`src/rtl/xor_stream_unit.sv`:
```
`default_nettype none
// ============================================================================
// Module   : xor_stream_unit
// Purpose  : Streaming WIDTH-bit XOR unit. Each accepted word produces
//            Y = A ^ B one cycle later, behind a valid/ready handshake with a
//            single-entry output register. Results are grouped into frames
//            delimited by in_last or by reaching FRAME_MAX words; when a frame
//            closes, its XOR fold and parity are published with a 1-cycle
//            frame_done pulse.
// Config   : XOR_XNOR_MODE_EN - adds input xnor_mode; when high at accept the
//            word produces Y = ~(A ^ B). Undefined: Y = A ^ B always.
// Ports    : clk, rst_n (sync, active-low)
//            in_valid/in_ready/A/B/in_last     - input stream
//            [xnor_mode]                       - optional per-word inversion
//            out_valid/out_ready/Y/out_last    - output stream
//            frame_xor/frame_parity/frame_done - completed-frame summary
//            word_cnt                          - words accepted in open frame
//            frame_ovf                         - sticky forced-close flag
// Revision : 1.0 - initial release
// ============================================================================
module xor_stream_unit #(
    parameter int  WIDTH     = 8,
    parameter int  FRAME_MAX = 16,
    localparam int CW        = $clog2(FRAME_MAX + 1)
) (
    input  logic             clk,
    input  logic             rst_n,
    input  logic             in_valid,
    output logic             in_ready,
    input  logic [WIDTH-1:0] A,
    input  logic [WIDTH-1:0] B,
    input  logic             in_last,
`ifdef XOR_XNOR_MODE_EN
    input  logic             xnor_mode,
`endif
    output logic             out_valid,
    input  logic             out_ready,
    output logic [WIDTH-1:0] Y,
    output logic             out_last,
    output logic [WIDTH-1:0] frame_xor,
    output logic             frame_parity,
    output logic             frame_done,
    output logic [CW-1:0]    word_cnt,
    output logic             frame_ovf
);

    typedef enum logic [1:0] {
        S_IDLE  = 2'd0,
        S_ACCUM = 2'd1,
        S_DONE  = 2'd2
    } state_t;

    state_t             state, state_d;
    logic [WIDTH-1:0]   acc, acc_d;
    logic [WIDTH-1:0]   y_d, frame_xor_d;
    logic               out_valid_d, out_last_d, frame_parity_d, frame_done_d, frame_ovf_d;
    logic [CW-1:0]      word_cnt_d, cnt_inc;
    logic [WIDTH-1:0]   y_new, acc_new;
    logic               accept, hit_max, close;

    // The output register can take a new word when empty or when its current
    // word retires this cycle. Held low during reset so nothing is accepted.
    assign in_ready = rst_n & (~out_valid | out_ready);
    assign accept   = in_valid & in_ready;

`ifdef XOR_XNOR_MODE_EN
    assign y_new = xnor_mode ? ~(A ^ B) : (A ^ B);
`else
    assign y_new = A ^ B;
`endif

    // word_cnt is zero outside ACCUM, so the increment also covers a frame's
    // first word. It never exceeds FRAME_MAX because reaching it closes.
    assign cnt_inc = word_cnt + CW'(1);
    assign hit_max = (cnt_inc == CW'(FRAME_MAX));
    assign acc_new = (state == S_ACCUM) ? (acc ^ y_new) : y_new;
    assign close   = accept & (in_last | hit_max);

    always_comb begin
        state_d        = state;
        acc_d          = acc;
        y_d            = Y;
        out_valid_d    = out_valid;
        out_last_d     = out_last;
        frame_xor_d    = frame_xor;
        frame_parity_d = frame_parity;
        frame_done_d   = 1'b0;
        word_cnt_d     = word_cnt;
        frame_ovf_d    = frame_ovf;

        if (state == S_DONE) begin
            state_d = S_IDLE;
        end

        if (accept) begin
            y_d         = y_new;
            out_valid_d = 1'b1;
            // A word landing on FRAME_MAX is forced last; any in_last on it
            // is absorbed by the same close.
            out_last_d  = in_last | hit_max;
            if (close) begin
                state_d        = S_DONE;
                frame_xor_d    = acc_new;
                frame_parity_d = ^acc_new;
                frame_done_d   = 1'b1;
                word_cnt_d     = '0;
                acc_d          = '0;
                if (hit_max) begin
                    frame_ovf_d = 1'b1;
                end
            end else begin
                state_d    = S_ACCUM;
                acc_d      = acc_new;
                word_cnt_d = cnt_inc;
            end
        end else if (out_ready) begin
            out_valid_d = 1'b0;
        end
    end

    always_ff @(posedge clk) begin
        if (!rst_n) begin
            state        <= S_IDLE;
            acc          <= '0;
            Y            <= '0;
            out_valid    <= 1'b0;
            out_last     <= 1'b0;
            frame_xor    <= '0;
            frame_parity <= 1'b0;
            frame_done   <= 1'b0;
            word_cnt     <= '0;
            frame_ovf    <= 1'b0;
        end else begin
            state        <= state_d;
            acc          <= acc_d;
            Y            <= y_d;
            out_valid    <= out_valid_d;
            out_last     <= out_last_d;
            frame_xor    <= frame_xor_d;
            frame_parity <= frame_parity_d;
            frame_done   <= frame_done_d;
            word_cnt     <= word_cnt_d;
            frame_ovf    <= frame_ovf_d;
        end
    end

endmodule
`default_nettype wire

```
`config.mk`:
```
export PLATFORM = sky130hd
export DESIGN_NAME = xor_stream_unit
export DESIGN_NICKNAME = d
export VERILOG_FILES = /design/src/rtl/xor_stream_unit.sv
export SDC_FILE = /design/constraint.sdc
export NUM_CORES = 1
export LEC_CHECK = 0
export CORE_MARGIN = 8
export CORE_UTILIZATION = 36
export CTS_CLUSTER_DIAMETER = 200
export DETAILED_ROUTE_END_ITERATION = 12
export DONT_BUFFER_PORTS = 1
export PLACE_DENSITY = 0.59
export SKIP_CTS_REPAIR_TIMING = 1
export SYNTH_ARGS = -nofsm -noshare
export SYNTH_HDL_FRONTEND = slang
export SYNTH_SLANG_ARGS = --single-unit
```
`constraint.sdc`:
```
create_clock -name clk -period 1.5 [get_ports clk]
set_input_delay 0.075 -clock clk [delete_from_list [all_inputs] [get_ports clk]]
set_output_delay 0.075 -clock clk [all_outputs]
set_load 0.01 [all_outputs]
```
==> run summary, run 1 <==
status: complete, but fails checks
failing checks: hold timing, setup timing
CTS tree: built
first-pass GRT wire length: 6130 um
clk_lat worst skew: 290 ps
Worst Hold End: out_valid
wire length per cell: 17.0 um
DP Wirelength: 2910 um
final non-filler cell area: 0.00208 mm^2
Root Buffer: clkbuf_8
max incr delay on CP: 360 ps
final setup fails: 1
Congestion Overflow GR: 0
Worst Path Required: 1680 ps
Yosys cell types: 29
Rows: 24
initial core utilization: 0.367
Register Area: 736 um^2
Crit path buffers/inverters: 0
vias in the first global route: 1,322
CP top delay family: XOR/XNOR gates
layout cells sized above 1: 0.321
Inserted Clock Buffers: 5
overall power: 2.11 mW
Mean Syn Cell Area: 9.31 um^2
Max Slew Vio Count: 0
placed cell area: 0.00180 mm^2
Final Hold Vio Count: 1
Reg-to-Reg Start: state[1]
Final WS setup: -28.2 ps
Power per Cell Area: 1010 mW/mm^2
maximum vdd drop: 0.498 mV
cell count of the worst reg-to-reg path: 6
GRT Util Overall: 0.119
Initial DRT Pass Iterations: 4
First DRT Iteration DRCs: 32
Die ar.: 0.00671 mm^2
Worst-path clk slew: 80 ps
H-tree depth: 2
clock tree buffer depth: 2
largest net degree at the start of global routing: 22
via count: 1,294
RSZ-0062 raised after global routing: true
CP Launch Type: register
Antenna Nets Post-Route: 0
Mapped Area: 0.00156 mm^2
Core ar.: 0.00426 mm^2
type of the worst setup path: register to register
hold path cells: 2
hold path start: out_ready
max frequency: 0.654 GHz
worst path arrival time: 1710 ps
Multi-input gate area: 921 um^2
post-synthesis sequential area ratio: 0.461
Least-Margin Pin Slew: 415 ps
P&R area growth vs syn: 33.3%
drt drc: 0
IO Port Bufs: 0
Nets: 217
Yosys reg bits: 36
initial antenna violation count: 0
Worst Setup End Kind: register
r2r setup slk: -30 ps
Via density: 5.22
die height: 81.9 um
Tcrit/Tclk final: 1.02
number of antenna diodes: 0
Die W: 81.9 um
synth warn: 0
cell count after synthesis: 168
fin crit period: 1530 ps
slowest CP cell: dfxtp_2
routed wire length: 4220 um
skew final: 3.14 ps
crit-path cells: nand3b_1, xnor2_2, xnor2_2, xnor2_1, xnor2_1, a21oi_1
Net Count, Synth: 190
final RePlAce weighted congestion: 0.801
Reg-to-Reg End: frame_parity
Rel. slew slack: 0.721
HP Class: input port to register
crit-path max FO: 9
clk sink count: 36
IO Count: 48
fillcell total: 406
max-cap violations: 0
Leak: 0.776 nW
final hold slack: -13.9 ps
[final cells by class]
| cell class | count | share of cell area |
|---|---|---|
| Timing Repair Buffer | 30 | 0.127 |
| Multi-Input combinational cell | 120 | 0.442 |
| Inverter | 2 | 0.00360 |
| Clock buffer | 5 | 0.0330 |
| Sequential cell | 36 | 0.353 |
| Clock inverter | 3 | 0.0108 |
| Tap cell | 52 | 0.0312 |
[cell usage in the layout, fill, tap and decap left out, drive strengths merged]
master       instances
nor3                 6
nand2b               1
a311oi               2
dfxtp               36
dlygate4sd3          2
o21ai                3
a31o                 2
and3                 1
and2                 1
clkinv               1
nand4b               1
nand3b               9
mux2i                9
nand2                5
xnor2               15
nor2                31
a211oi               3
o21a                 1
buf                 27
ha                   1
clkinvlp             1
inv                  3
a22oi                9
nor4b                1
a41oi                2
nand3                3
xor2                 8
a21oi                6
clkbuf               6
[worst max path at each step]
stage	from	to	slack, ps	cells after the start
after global routing	state[1]	frame_parity	-90	6
after global placement	state[0]	frame_parity	1	6
after floorplan	word_cnt[1]	frame_xor[3]	9	7
after CTS	out_valid	word_cnt[4]	-160	6
final	state[1]	frame_parity	-30	6
after detailed placement	out_valid	word_cnt[4]	-130	6
[layer usage]
layer	wire, um	GRT usage	vias to the layer above
li1	-	-	632
met5	0	0	-
met2	2230	0.213	37
met4	70	0.0456	0
met3	308	0.0525	8
met1	1600	0.118	617
[cells by family after synthesis]
kind of cell	synth area share
DFF	0.461
adders and majority gates	0.00800
muxes	0.0576
buffers and inverters	0.0352
and+or+nand+nor	0.185
xor gates and xnor gates	0.129
AOI/OAI and AO/OA	0.125
[power by group]
group / leakage [nW] / switching (mW) / internal (mW)
Sequential: 0.297 / 0.0491 / 0.996
Clock: 0.0447 / 0.368 / 0.330
Combinational: 0.434 / 0.179 / 0.186
Total: 0.776 / 0.595 / 1.51
[worst register-to-register path, delay by kind of cell (launching register included)]
kind / cells / cell delay [ps]
AO/OA/AOI/OAI: 1 / 80
XOR/XNOR: 4 / 760
AND/OR/NAND/NOR: 1 / 210
flip-flops: 1 / 360
[state kept, by name, indices dropped and copies added, names as in the netlist]
register,flops
Y,8
acc,8
frame_xor,8
word_cnt,5
state,2
frame_done,1
frame_ovf,1
frame_parity,1
out_last,1
out_valid,1
[Yosys cell counts, drive strengths merged]
cell type  instances  area [um^2]
nand3b             9         67.6
dfxtp             36          721
nand3              3         15.0
and2               1         6.26
a311oi             2         17.5
nand4b             1         8.76
a22oi              9         67.6
nand2b             1         6.26
nor4b              1         8.76
xnor2             15          131
clkbuf             5         18.8
a211oi             3         22.5
xor2               8         70.1
nor2              31          116
nand2              5         18.8
a31o               2         17.5
ha                 1         12.5
mux2i              9         90.1
a21oi              6         30.0
o21a               1         7.51
o21ai              3         15.0
buf                5         28.8
inv                2         7.51
and3               1         6.26
nor3               6         35.0
a41oi              2         17.5
[per-stage QoR]
stage / util / TNS (ps) / instances / worst slack, ps
after global routing: 0.489 / -395 / 248 / -88.3
after floorplan: - / 0 / 168 / 9.27
after detailed placement: 0.423 / -364 / 235 / -128
after global placement: 0.423 / 0 / 235 / 1.50
after CTS: 0.444 / -842 / 243 / -156
final: 0.489 / -28.2 / 248 / -28.2
Power figures use the tool's default switching activity.
==> inputs of run 2 (changes only) <==
- PLACE_DENSITY: 0.59 -> 0.58
==> run summary, run 2 (synthesized netlist as in run 1, its figures left out) <==
HP Class: input port to register
Worst Setup End Kind: register
DP Wirelength: 2990 um
largest net degree at the start of global routing: 28
top flop regs: Y (8), acc (8), frame_xor (8)
clock tree buffer depth: 2
Register Area: 734 um^2
status: complete, but fails checks
max frequency: 0.673 GHz
worst path arrival time: 1660 ps
CTS tree: built
final RePlAce weighted congestion: 0.763
final setup fails: 0
CP Launch Type: register
Tcrit/Tclk final: 0.991
wire length per cell: 16.8 um
final non-filler cell area: 0.00203 mm^2
fin crit period: 1490 ps
vias in the first global route: 1,322
Multi-input gate area: 893 um^2
Final WS setup: 13.7 ps
Worst Path Required: 1670 ps
Max Slew Vio Count: 0
max-cap violations: 0
type of the worst setup path: register to register
routed wire length: 4130 um
Rel. slew slack: 0.760
Leak: 0.758 nW
Inserted Clock Buffers: 5
fillcell total: 412
failing checks: hold timing
Root Buffer: clkbuf_8
GRT Util Overall: 0.119
Final Hold Vio Count: 6
commonest non-fill, non-tap cells in the layout: dfxtp_1 (31), nor2_1 (31), buf_4 (26)
Congestion Overflow GR: 0
placed cell area: 0.00180 mm^2
Die ar.: 0.00671 mm^2
first-pass GRT wire length: 6100 um
clk sink count: 36
Power per Cell Area: 979 mW/mm^2
IO Count: 48
Nets: 217
initial core utilization: 0.367
RSZ-0062 raised after global routing: true
Via density: 5.25
die height: 81.9 um
via count: 1,292
number of antenna diodes: 0
Setup WS pre-CTS: -45.1 ps
maximum vdd drop: 0.525 mV
Core ar.: 0.00426 mm^2
Initial DRT Pass Iterations: 4
TNS Setup: 0 ps
drt drc: 0
clk_lat worst skew: 280 ps
P&R area growth vs syn: 30.0%
placed insts: 234
layout cells sized above 1: 0.289
Die W: 81.9 um
final core utilization: 0.477
skew final: 8.51 ps
IO Port Bufs: 0
fin cells: 246
First DRT Iteration DRCs: 40
H-tree depth: 2
Rows: 24
final hold slack: -60.4 ps
Least-Margin Pin Slew: 359 ps
initial antenna violation count: 0
Antenna Nets Post-Route: 0
Worst-path clk slew: 70 ps
crit-path max FO: 6
## run 2: changes by cell type in the layout (fill, tap and decap cells not counted), moves of 2 or more
cell / delta
xnor2_2: -3
xnor2_1: +3
xor2_2: -2
xor2_1: +2
## run 2: final cells by class
type,instances,area share
Multi-Input combinational cell,120,0.439
Tap cell,52,0.0320
Sequential cell,36,0.361
Inverter,2,0.00369
Clock buffer,6,0.0357
Timing Repair Buffer,30,0.128
## run 2: stage by stage
stage / power (mW) / hold WS, ps
floorplan: 1.28 / 204
global placement: 1.37 / 212
detailed placement: 1.38 / 216
CTS: 1.99 / -85.5
global route: 2.10 / -60.0
finish: 1.99 / -60.4
## run 2: worst max-delay path: stages, from the launching register on
cell and delay [ps]:
dfxtp_4 380, nand2_2 70, nand3b_1 120, a21oi_4 240, o21a_4 180, buf_12 130, mux2i_2 200, nor2_1 70
## run 2: power breakdown
| part | switching [mW] | internal [mW] |
|---|---|---|
| registers | 0.0505 | 0.997 |
| clock network | 0.298 | 0.309 |
| logic | 0.159 | 0.177 |
## run 2: path summary, 6_finish.rpt
check / start / endpoint / slack (ps) / cells past startpoint
min reg2reg: acc[2] / acc[2] / 520 / 2
max reg2reg: word_cnt[0] / frame_xor[1] / 10 / 7
max: word_cnt[0] / frame_xor[1] / 10 / 7
min: rst_n / frame_parity / -60 / 2
## run 2: per-layer routing
| metal | vias up | track usage | routed length [um] |
|---|---|---|---|
| li1 | 635 | - | - |
| met1 | 613 | 0.121 | 1610 |
| met2 | 36 | 0.210 | 2160 |
| met3 | 8 | 0.0514 | 291 |
| met4 | 0 | 0.0456 | 64 |
| met5 | - | 0 | 0 |
==> inputs of run 3 (changes only) <==
- HOLD_SLACK_MARGIN: not set -> 0.08
==> run summary, run 3 (synthesized netlist as in run 1, its figures left out) <==
status: completed
fin crit period: 1490 ps
Leak: 0.774 nW
Setup WS pre-CTS: -45.1 ps
Rows: 24
final core utilization: 0.486
Final Hold Vio Count: 0
commonest non-fill, non-tap cells in the layout: dfxtp_1 (31), nor2_1 (31), buf_4 (26)
via count: 1,302
final hold slack: 79.5 ps
fin cells: 250
clk sink count: 36
GRT Util Overall: 0.119
crit-path cells: nand2_2, nand3b_1, a21oi_4, o21a_4, buf_12, mux2i_2, nor2_1
routed wire length: 4170 um
Reg-to-Reg Start: word_cnt[0]
DP Wirelength: 2990 um
Initial DRT Pass Iterations: 4
Core ar.: 0.00426 mm^2
number of antenna diodes: 0
final RePlAce weighted congestion: 0.763
hold path cells: 2
CP top delay family: compound AO/OA/AOI/OAI gates
Worst Hold End: Y[2]
P&R area growth vs syn: 32.6%
placed cell area: 0.00180 mm^2
H-tree depth: 2
wire length per cell: 16.7 um
CTS tree: built
worst path arrival time: 1660 ps
Tcrit/Tclk final: 0.992
Rel. slew slack: 0.758
Least-Margin Pin Slew: 362 ps
Worst Setup End Kind: register
largest net degree at the start of global routing: 28
type of the worst setup path: register to register
top flop regs: Y (8), acc (8), frame_xor (8)
Power per Cell Area: 966 mW/mm^2
Root Buffer: clkbuf_8
Final WS setup: 11.8 ps
maximum vdd drop: 0.526 mV
Crit path depth: 7
Crit path buffers/inverters: 1
die height: 81.9 um
Worst Path Required: 1670 ps
max frequency: 0.672 GHz
Nets: 221
Congestion Overflow GR: 0
fillcell total: 409
cell count of the worst reg-to-reg path: 7
max incr delay on CP: 380 ps
vias in the first global route: 1,322
Max Slew Vio Count: 0
skew final: 8.58 ps
HP Class: input port to register
initial core utilization: 0.367
max-cap violations: 0
crit-path max FO: 6
Register Area: 734 um^2
RSZ-0062 raised after global routing: true
layout cells sized above 1: 0.283
initial antenna violation count: 0
overall power: 2.00 mW
final setup fails: 0
final non-filler cell area: 0.00207 mm^2
slowest CP cell: dfxtp_4
Via density: 5.21
Die ar.: 0.00671 mm^2
first-pass GRT wire length: 6100 um
clock tree buffer depth: 2
Multi-input gate area: 893 um^2
First DRT Iteration DRCs: 47
Worst-path clk slew: 70 ps
drt drc: 0
Inserted Clock Buffers: 5
IO Port Bufs: 0
Die W: 81.9 um
placed insts: 234
r2r setup slk: 10 ps
IO Count: 48
clk_lat worst skew: 280 ps
Antenna Nets Post-Route: 0
hold path start: A[2]
Reg-to-Reg End: frame_xor[1]
TNS Setup: 0 ps
CP Launch Type: register
[run 3: changes by cell type in the layout (fill, tap and decap cells not counted)]
| cell | before | now |
|---|---|---|
| dlygate4sd3_1 | 2 | 6 |
[run 3: worst max-delay path by stage]
stage,start,end,slack [ps]
3_5_place_dp,state[0],frame_parity,-50
3_3_place_gp,state[0],frame_parity,-2
5_1_grt,word_cnt[0],frame_xor[1],-70
6_report,word_cnt[0],frame_xor[1],10
4_1_cts,state[0],frame_parity,-80
2_1_floorplan,word_cnt[1],frame_xor[3],9
[run 3: worst reg2reg max path, delay by kind of cell (launching register included)]
kind	cells	cell delay, ps
DFF	1	380
muxes	1	200
and+or+nand+nor	3	260
buffers and inverters	1	130
AOI/OAI and AO/OA	2	420
[run 3: report_power, final]
part | switching (mW) | total (mW) | internal, mW
Clock | 0.297 | 0.606 | 0.309
Combinational | 0.163 | 0.349 | 0.185
Sequential | 0.0506 | 1.05 | 0.997
[run 3: layout make-up]
cell class	count	area share
multi-input combinational	120	0.431
sequential	36	0.354
timing repair buffer	34	0.145
clock buffer	6	0.0350
tap	52	0.0314
inverter	2	0.00362
[run 3: routing by layer]
metal	routed length, um	part of all wire	up-vias	GRT usage
met1	1620	0.39	614	0.121
met5	0	0	-	0
li1	-	-	645	-
met3	296	0.071	8	0.0514
met4	64	0.015	0	0.0456
met2	2190	0.52	35	0.210
